`src/rtl/ofdm_symbol_writer.sv`:
```
`timescale 1ns/1ps
// ofdm_symbol_writer
// Fills a 1024-word frequency-domain FFT RAM with one OFDM symbol so that an
// IFFT of the RAM gives a real-valued time-domain signal. Every word is first
// cleared; then 48 QPSK carriers are written at FIRST_BIN + i*BIN_STEP, each
// followed by its complex conjugate at the mirror bin 1024-k.
//
// Ports
//   clk     rising-edge clock
//   rst     asynchronous, active-high reset
//   start   one-cycle request, accepted only when idle
//   data    96-bit payload, bit pair i = {data[2i+1] (imag), data[2i] (real)}
//   busy    high from the cycle after an accepted start through finish
//   finish  one-cycle pulse when the symbol is complete
//   oce     RAM output clock enable (write-only block, always 0)
//   ce      RAM clock enable
//   wre     RAM write enable
//   ad      RAM word address
//   din     RAM write word, {real[15:0], imag[15:0]} signed
module ofdm_symbol_writer #(
    parameter int FIRST_BIN = 16,
    parameter int BIN_STEP  = 4,
    parameter int AMP       = 8192
) (
    input  logic        clk,
    input  logic        rst,
    input  logic        start,
    input  logic [95:0] data,
    output logic        busy,
    output logic        finish,
    output logic        oce,
    output logic        ce,
    output logic        wre,
    output logic [10:0] ad,
    output logic [31:0] din
);

    typedef enum logic [1:0] {IDLE, CLEAR, MAP, DONE} state_t;

    localparam logic [10:0]        FIRST_AD = 11'(FIRST_BIN);
    localparam logic [10:0]        STEP_AD  = 11'(BIN_STEP);
    localparam logic [10:0]        N_AD     = 11'd1024;
    localparam logic signed [15:0] AMP_S    = 16'(AMP);

    state_t      state;
    logic [95:0] data_q;     // latched payload, shifted down one pair per carrier
    logic [5:0]  pair_idx;   // carrier currently on the RAM port
    logic        mirror;     // 1 while the conjugate (mirror-bin) word is on the port
    logic [10:0] bin_k;      // data bin of the current carrier

    // QPSK component: bit 0 -> +AMP, bit 1 -> -AMP
    function automatic logic signed [15:0] qpsk(input logic b);
        return b ? -AMP_S : AMP_S;
    endfunction

    function automatic logic [31:0] pack(input logic signed [15:0] re,
                                         input logic signed [15:0] im);
        return {re, im};
    endfunction

    // Conjugate keeps the real half and negates the imaginary half
    function automatic logic [31:0] conj(input logic [31:0] w);
        logic signed [15:0] im;
        im = w[15:0];
        return {w[31:16], -im};
    endfunction

    always_ff @(posedge clk or posedge rst) begin
        if (rst) begin
            state    <= IDLE;
            data_q   <= '0;
            pair_idx <= '0;
            mirror   <= 1'b0;
            bin_k    <= '0;
            busy     <= 1'b0;
            finish   <= 1'b0;
            oce      <= 1'b0;
            ce       <= 1'b0;
            wre      <= 1'b0;
            ad       <= '0;
            din      <= '0;
        end else begin
            oce <= 1'b0;
            case (state)
                IDLE: begin
                    if (start) begin
                        // First clear write goes out in the very next cycle
                        state  <= CLEAR;
                        data_q <= data;
                        busy   <= 1'b1;
                        ce     <= 1'b1;
                        wre    <= 1'b1;
                        ad     <= '0;
                        din    <= '0;
                    end
                end
                CLEAR: begin
                    if (ad == 11'd1023) begin
                        state    <= MAP;
                        ad       <= FIRST_AD;
                        bin_k    <= FIRST_AD;
                        pair_idx <= '0;
                        mirror   <= 1'b0;
                        din      <= pack(qpsk(data_q[0]), qpsk(data_q[1]));
                    end else begin
                        ad <= ad + 11'd1;
                    end
                end
                MAP: begin
                    if (!mirror) begin
                        mirror <= 1'b1;
                        ad     <= N_AD - bin_k;
                        din    <= conj(din);
                    end else if (pair_idx == 6'd47) begin
                        state  <= DONE;
                        ce     <= 1'b0;
                        wre    <= 1'b0;
                        ad     <= '0;
                        din    <= '0;
                        finish <= 1'b1;
                    end else begin
                        // Next pair sits in bits [3:2] before the shift lands it at [1:0]
                        mirror   <= 1'b0;
                        pair_idx <= pair_idx + 6'd1;
                        bin_k    <= bin_k + STEP_AD;
                        ad       <= bin_k + STEP_AD;
                        din      <= pack(qpsk(data_q[2]), qpsk(data_q[3]));
                        data_q   <= data_q >> 2;
                    end
                end
                DONE: begin
                    finish <= 1'b0;
                    busy   <= 1'b0;
                    state  <= IDLE;
                end
                default: begin
                    state <= IDLE;
                end
            endcase
        end
    end

endmodule

```
`config.mk`:
```
export PLATFORM = sky130hd
export DESIGN_NAME = ofdm_symbol_writer
export DESIGN_NICKNAME = d
export VERILOG_FILES = /design/src/rtl/ofdm_symbol_writer.sv
export SDC_FILE = /design/constraint.sdc
export NUM_CORES = 1
export LEC_CHECK = 0
export CAP_MARGIN = 20
export CORE_AREA = 2 2 131 133
export DETAILED_ROUTE_END_ITERATION = 8
export DIE_AREA = 0 0 133 135
export GPL_TIMING_DRIVEN = 1
export PLACE_DENSITY_LB_ADDON = 0.05
export SLEW_MARGIN = 25
export SYNTH_ARGS = -nofsm -noshare
export SYNTH_HDL_FRONTEND = slang
export SYNTH_SLANG_ARGS = --single-unit
```
`constraint.sdc`:
```
create_clock -name clk -period 4.01 [get_ports clk]
set_input_delay 0.401 -clock clk [delete_from_list [all_inputs] [get_ports clk]]
set_output_delay 0.401 -clock clk [all_outputs]
set_load 0.005 [all_outputs]
```
After elaboration in Yosys (flattened, before gate mapping)
Cells that the tools add are included.
W data, S select, Z words.
{"block": "classes", "addsub": 5, "eq_ne": 10, "n_mux": 43, "n_reduce_logical": 16}
{"op": "$mux W96", "count": 3}
{"op": "$pmux W96 S2", "count": 1}
{"op": "$mux W32", "count": 4}
{"op": "$pmux W32 S3", "count": 1}
{"op": "$mux W11", "count": 7}
{"op": "$mux W16", "count": 4}
{"op": "$pmux W11 S3", "count": 1}
{"op": "$pmux W11 S2", "count": 1}
{"op": "$reduce_and A4 Y1", "count": 5}
{"op": "$mux W6", "count": 3}
{"op": "$neg A16 Y16", "count": 1}
{"op": "$pmux W6 S2", "count": 1}
{"op": "$add A11 B1 Y11 const B", "count": 1}
{"op": "$add A11 B3 Y11 const B", "count": 1}
{"op": "$eq A11 B10 Y1 const B", "count": 1}
{"op": "$sub A11 B11 Y11 const A", "count": 1}
{"op": "$ne A2 B2 Y1 const B", "count": 5}
{"op": "$mux W1", "count": 8}
{"op": "$mux W2", "count": 4}
{"op": "$pmux W1 S2", "count": 4}
{"op": "$pmux W2 S4", "count": 1}
{"op": "$reduce_bool A2 Y1", "count": 4}
{"op": "$add A6 B1 Y6 const B", "count": 1}
{"op": "$eq A6 B6 Y1 const B", "count": 1}
{"op": "6 further kinds", "count": 10}
{"block": "totals", "register_bits": 162, "inputBits": 99, "output_inout_bits": 48, "elab_cells": 85}

Depth between registers and ports, before layout
{"block": "depth", "depth_word": 4, "mapped_depth": 10, "mapped_depth_nobuf": 7}

Least setup slack after synthesis
OpenSTA, ideal clock, no wires.
{"block": "synth_timing", "path_type": "flip-flop to flip-flop", "startpoint": "register pair_idx[0]", "endpoint": "register data_q[0]", "setup_ns": 0.126, "arrival_ns": 2.055, "required_ns": 3.884, "setup_slack_ns": 1.829, "path_stages_with_launch": 10, "n_path_buf": 4, "period_less_slack_ns": 2.181, "cell_sequence": "dfrtp_1 -> ha_1 -> and3_1 -> clkbuf_1 -> a21bo_1 -> buf_2 -> a211oi_4 -> buf_2 -> buf_2 -> a21oi_1"}
{"block": "synth_via", "elab_chain_cells": 3}
{"element": "start: declaration", "line": "47", "text": "logic [5:0] pair_idx;"}
{"element": "start signal: assignment", "line": "124", "text": "pair_idx <= pair_idx + 6'd1;"}
{"element": "$eq A6 B6 Y1", "line": "114", "text": "end else if (pair_idx == 6'd47) begin"}
{"element": "$ne A2 B2 Y1 (no source line)"}
{"element": "$reduce_and A4 Y1 (no source line)"}
{"element": "end signal: assignment", "line": "89", "text": "data_q <= data;"}
{"element": "end signal: assignment", "line": "128", "text": "data_q <= data_q >> 2;"}
{"element": "end: declaration", "line": "46", "text": "logic [95:0] data_q;"}
No other way between the ends.
A chain may end at the register's enable or synchronous reset.

Worst setup path after layout
{"block": "layout_timing", "startpoint": "register state[0]", "endpoint": "register data_q[67]"}
{"block": "layout_via", "elab_chain_cells": 3}
{"element": "start: declaration", "line": "45", "text": "state_t state;"}
{"element": "start signal: assignment", "line": "70", "text": "state <= IDLE;"}
{"element": "start signal: assignment", "line": "88", "text": "state <= CLEAR;"}
{"element": "start signal: assignment", "line": "99", "text": "state <= MAP;"}
{"element": "$eq A2 B2 Y1 / $logic_not A2 Y1 (equally long branches)", "line": "84", "text": "case (state)"}
{"element": "$ne A2 B2 Y1 (no source line) / $reduce_bool A2 Y1 (equally long branches)"}
{"element": "$reduce_and A4 Y1 (no source line)"}
Several ways; a longest one is shown, not always the timed one.

==> flow_summary.json <==
{
  "num_rows": 47,
  "track_usage": 0.2117,
  "total_power_mw": 3.281,
  "holdPathStages": 1,
  "ir_drop_v": 0.0002948,
  "cp_slowest_cell": "buf_4",
  "setup_slack_ns": 0.9563,
  "power_frac_clock": 0.464,
  "antennaDiodeCount": 0,
  "p_per_area_mw_per_mm2": 338.7,
  "worstHoldPathType": "flip-flop to flip-flop",
  "viasPerCell": 5.467,
  "cts_tree": "built",
  "yosys_warnings": 0,
  "reg2reg_from": "state[0]$_DFFE_PP0P_",
  "grt_overflow": 0,
  "seqPwrFrac": 0.472,
  "avgRoutedWirePerCell_um": 16.14,
  "ioPinCount": 147,
  "core-area_mm2": 0.01641,
  "dpl.hpwl_mm": 12.71,
  "drive_above_1_share": 0.05011,
  "postRouteAntennaNets": 0,
  "dr.first_iter.drc_count": 432,
  "crit_path_end_kind": "flip-flop",
  "clkSinkCount": 146,
  "finalCritPeriodShare": 0.7615,
  "max_freq_ghz": 0.3275,
  "worst-path-max-fanout": 45,
  "grt_setup_unrepaired": "no",
  "io_buffers": 132,
  "cts.repair.resized": 0,
  "synthFlopType": "dfrtp_1",
  "grt_max_degree": 147,
  "startpoint_type": "flip-flop",
  "min_from": "din[11]$_DFFE_PP0P_",
  "dieArea_mm2": 0.01796,
  "syn-cell-area_mm2": 0.007747,
  "cap_violations": 0,
  "status": "finished, final reports clean",
  "critPathMaxStageDelay_ns": 0.65,
  "start_util": 0.4722,
  "cp.required_ns": 4.27,
  "fin_setup_tns_ns": 0,
  "yosys.cell_types.count": 59,
  "layout_commonest_cell": "dfrtp_1",
  "totalWireLength_mm": 18.70,
  "worstHoldEndpoint": "din[11]$_DFFE_PP0P_",
  "fin_skew_ns": 0.007334,
  "dr.pass1.iters": 5,
  "die_y_um": 135,
  "grt_pass1_vias": 6238,
  "p_leak_nw": 3.850,
  "synth_cells": 821,
  "hold_viol_final": 0,
  "dr_total_vias": 6331,
  "avgSynthCellArea_um2": 9.437,
  "maxSlewViolCount": 0,
  "clk_pin_slew_worst_paths_ns": 0.06,
  "path_cells": "inv_1, ha_4, buf_4, buf_4, mux2i_1, a21oi_1",
  "root_buffer": "clkbuf_16",
  "swShare": 0.2245,
  "numCtsBuffers": 17,
  "synth_edf_count": 0,
  "fin_crit_ns": 3.054,
  "cp.arrival_ns": 3.31,
  "finalSetupViolCount": 0,
  "slew_headroom": 0.3162,
  "pre_cts_ws_ns": 0.9518,
  "antenna_found_initial": 0,
  "yosysSeqAreaShare": 0.4716,
  "die_w_um": 133,
  "grt_pass1_wl_mm": 30.66,
  "ctsHoldBuffers": 0,
  "syn_to_final_growth_pct": 25.05,
  "final_net_count": 1035,
  "path_class": "flip-flop to flip-flop",
  "r2r-end": "data_q[67]$_DFFE_PP0P_",
  "cp-startpoint": "state[0]$_DFFE_PP0P_",
  "insertion_delay_ns": 0.42,
  "power.internal_mw": 2.545,
  "drc": 0,
  "async_flop_share": 1.000,
  "cts_setup_buffers": 0,
  "htreeDepth": 4,
  "cts_buffer_depth": 2,
  "rrSetupSlack_ns": 0.96,
  "tightest_slew_ns": 1.026,
  "p_comb_frac": 0.064,
  "most-common-layout-cells": "dfrtp_1 (146), clkdlybuf4s50_1 (132), nor2_1 (122), a21oi_1 (108), mux2i_1 (99)",
  "cp_common_cell": "buf_4",
  "reg2regPathDepth": 6,
  "place.gp.congestion": 0.8263,
  "power.switching_uw": 736.4,
  "synth-seq-cells": 146
}
-- worst max path at each step --
| stage | to | slack, ns | depth (start not counted) |
|---|---|---|---|
| 2_1_floorplan | ad[0]$_DFFE_PP0P_ | 1.78 | 1 |
| 3_3_place_gp | data_q[62]$_DFFE_PP0P_ | 1.09 | 6 |
| 3_5_place_dp | data_q[67]$_DFFE_PP0P_ | 0.95 | 6 |
| 4_1_cts | data_q[67]$_DFFE_PP0P_ | 0.95 | 6 |
| 5_1_grt | data_q[68]$_DFFE_PP0P_ | 0.76 | 6 |
| 6_report | data_q[67]$_DFFE_PP0P_ | 0.96 | 6 |
-- per-layer routing --
metal,GRT usage,wire length (um),vias to the layer above
li1,-,-,3107
met1,0.2561,7917,3056
met2,0.3610,9404,149
met3,0.06944,1142,19
met4,0.06452,231,0
met5,0,0,-
-- cell families after synthesis --
group / after synthesis / share of synthesized area
multiplexers: 100 / 0.1294
flip-flops: 146 / 0.4716
other: 1 / 0.0004840
AO/OA/AOI/OAI: 217 / 0.1667
buffers and inverters: 82 / 0.05216
AND/OR/NAND/NOR: 249 / 0.1450
adder cells (fa/ha/maj): 11 / 0.01776
XOR/XNOR: 15 / 0.01696
-- registers in the layout, summed over array words and instances, names as in the netlist --
name      cells
bin_k         9
data_q       96
wre           1
mirror        1
din          18
ad           11
finish        1
state         2
busy          1
pair_idx      6
-- power groups by stage --
stage / sequential, mW / clock, mW / combinational (mW)
2_1_floorplan: 1.57 / 0 / 0.103
3_3_place_gp: 1.57 / 0 / 0.208
3_5_place_dp: 1.58 / 0 / 0.216
4_1_cts: 1.55 / 1.55 / 0.216
5_1_grt: 1.55 / 1.61 / 0.237
6_report: 1.55 / 1.52 / 0.211
-- layout make-up --
type | count | area [um2]
clock inverters | 10 | 83.83
inverters | 14 | 56.30
repair buffers | 140 | 1394
fillers | 1395 | 6719
multi-input cells | 606 | 3751
well taps | 220 | 275.3
flip-flops and latches | 146 | 3654
clock buffers | 22 | 474.2
-- cell usage after synthesis (3+ instances only) --
master	count	area share
xnor2_1	6	0.0068
o211ai_1	6	0.0058
buf_1	4	0.0019
nand3_1	18	0.012
ha_1	11	0.018
nand4_1	6	0.0048
nand2_1	39	0.019
or4_1	5	0.0048
a31oi_1	8	0.0065
and3_1	5	0.0040
dfrtp_1	146	0.47
buf_4	20	0.019
o21ai_0	42	0.027
xor2_1	9	0.010
a21oi_1	108	0.070
nor3_1	21	0.014
a32oi_1	3	0.0034
or3_1	3	0.0024
clkbuf_1	27	0.013
nor2_1	122	0.059
o22ai_1	4	0.0032
nor2b_1	5	0.0040
buf_2	17	0.011
nand2b_1	4	0.0032
and2_1	6	0.0048
a22o_1	9	0.010
inv_1	14	0.0068
o31ai_1	12	0.012
nor4_1	5	0.0040
a22oi_1	3	0.0029
mux2i_1	99	0.13
-- stage by stage --
step | utilization | cells | hold slack [ns] | instance area (um2)
final | 0.5905 | 1158 | 0.5106 | 9688
after global routing | 0.5905 | 1158 | 0.5341 | 9688
after CTS | 0.5905 | 1158 | 0.5155 | 9688
after detailed placement | 0.5565 | 1126 | 0.5113 | 9130
after global placement | 0.5565 | 1126 | 0.4872 | 9130
after floorplan | - | 834 | 0.4610 | 7800
-- worst max-delay path, delay by kind of cell, from the launching register on --
family          cells  cell delay, ns
compound gates      1            0.08
mux                 1            0.29
flops               1            0.44
buf+inv             3            1.44
fa+ha+maj           1            0.59
Note: power is estimated with default switching activity, not from simulation.
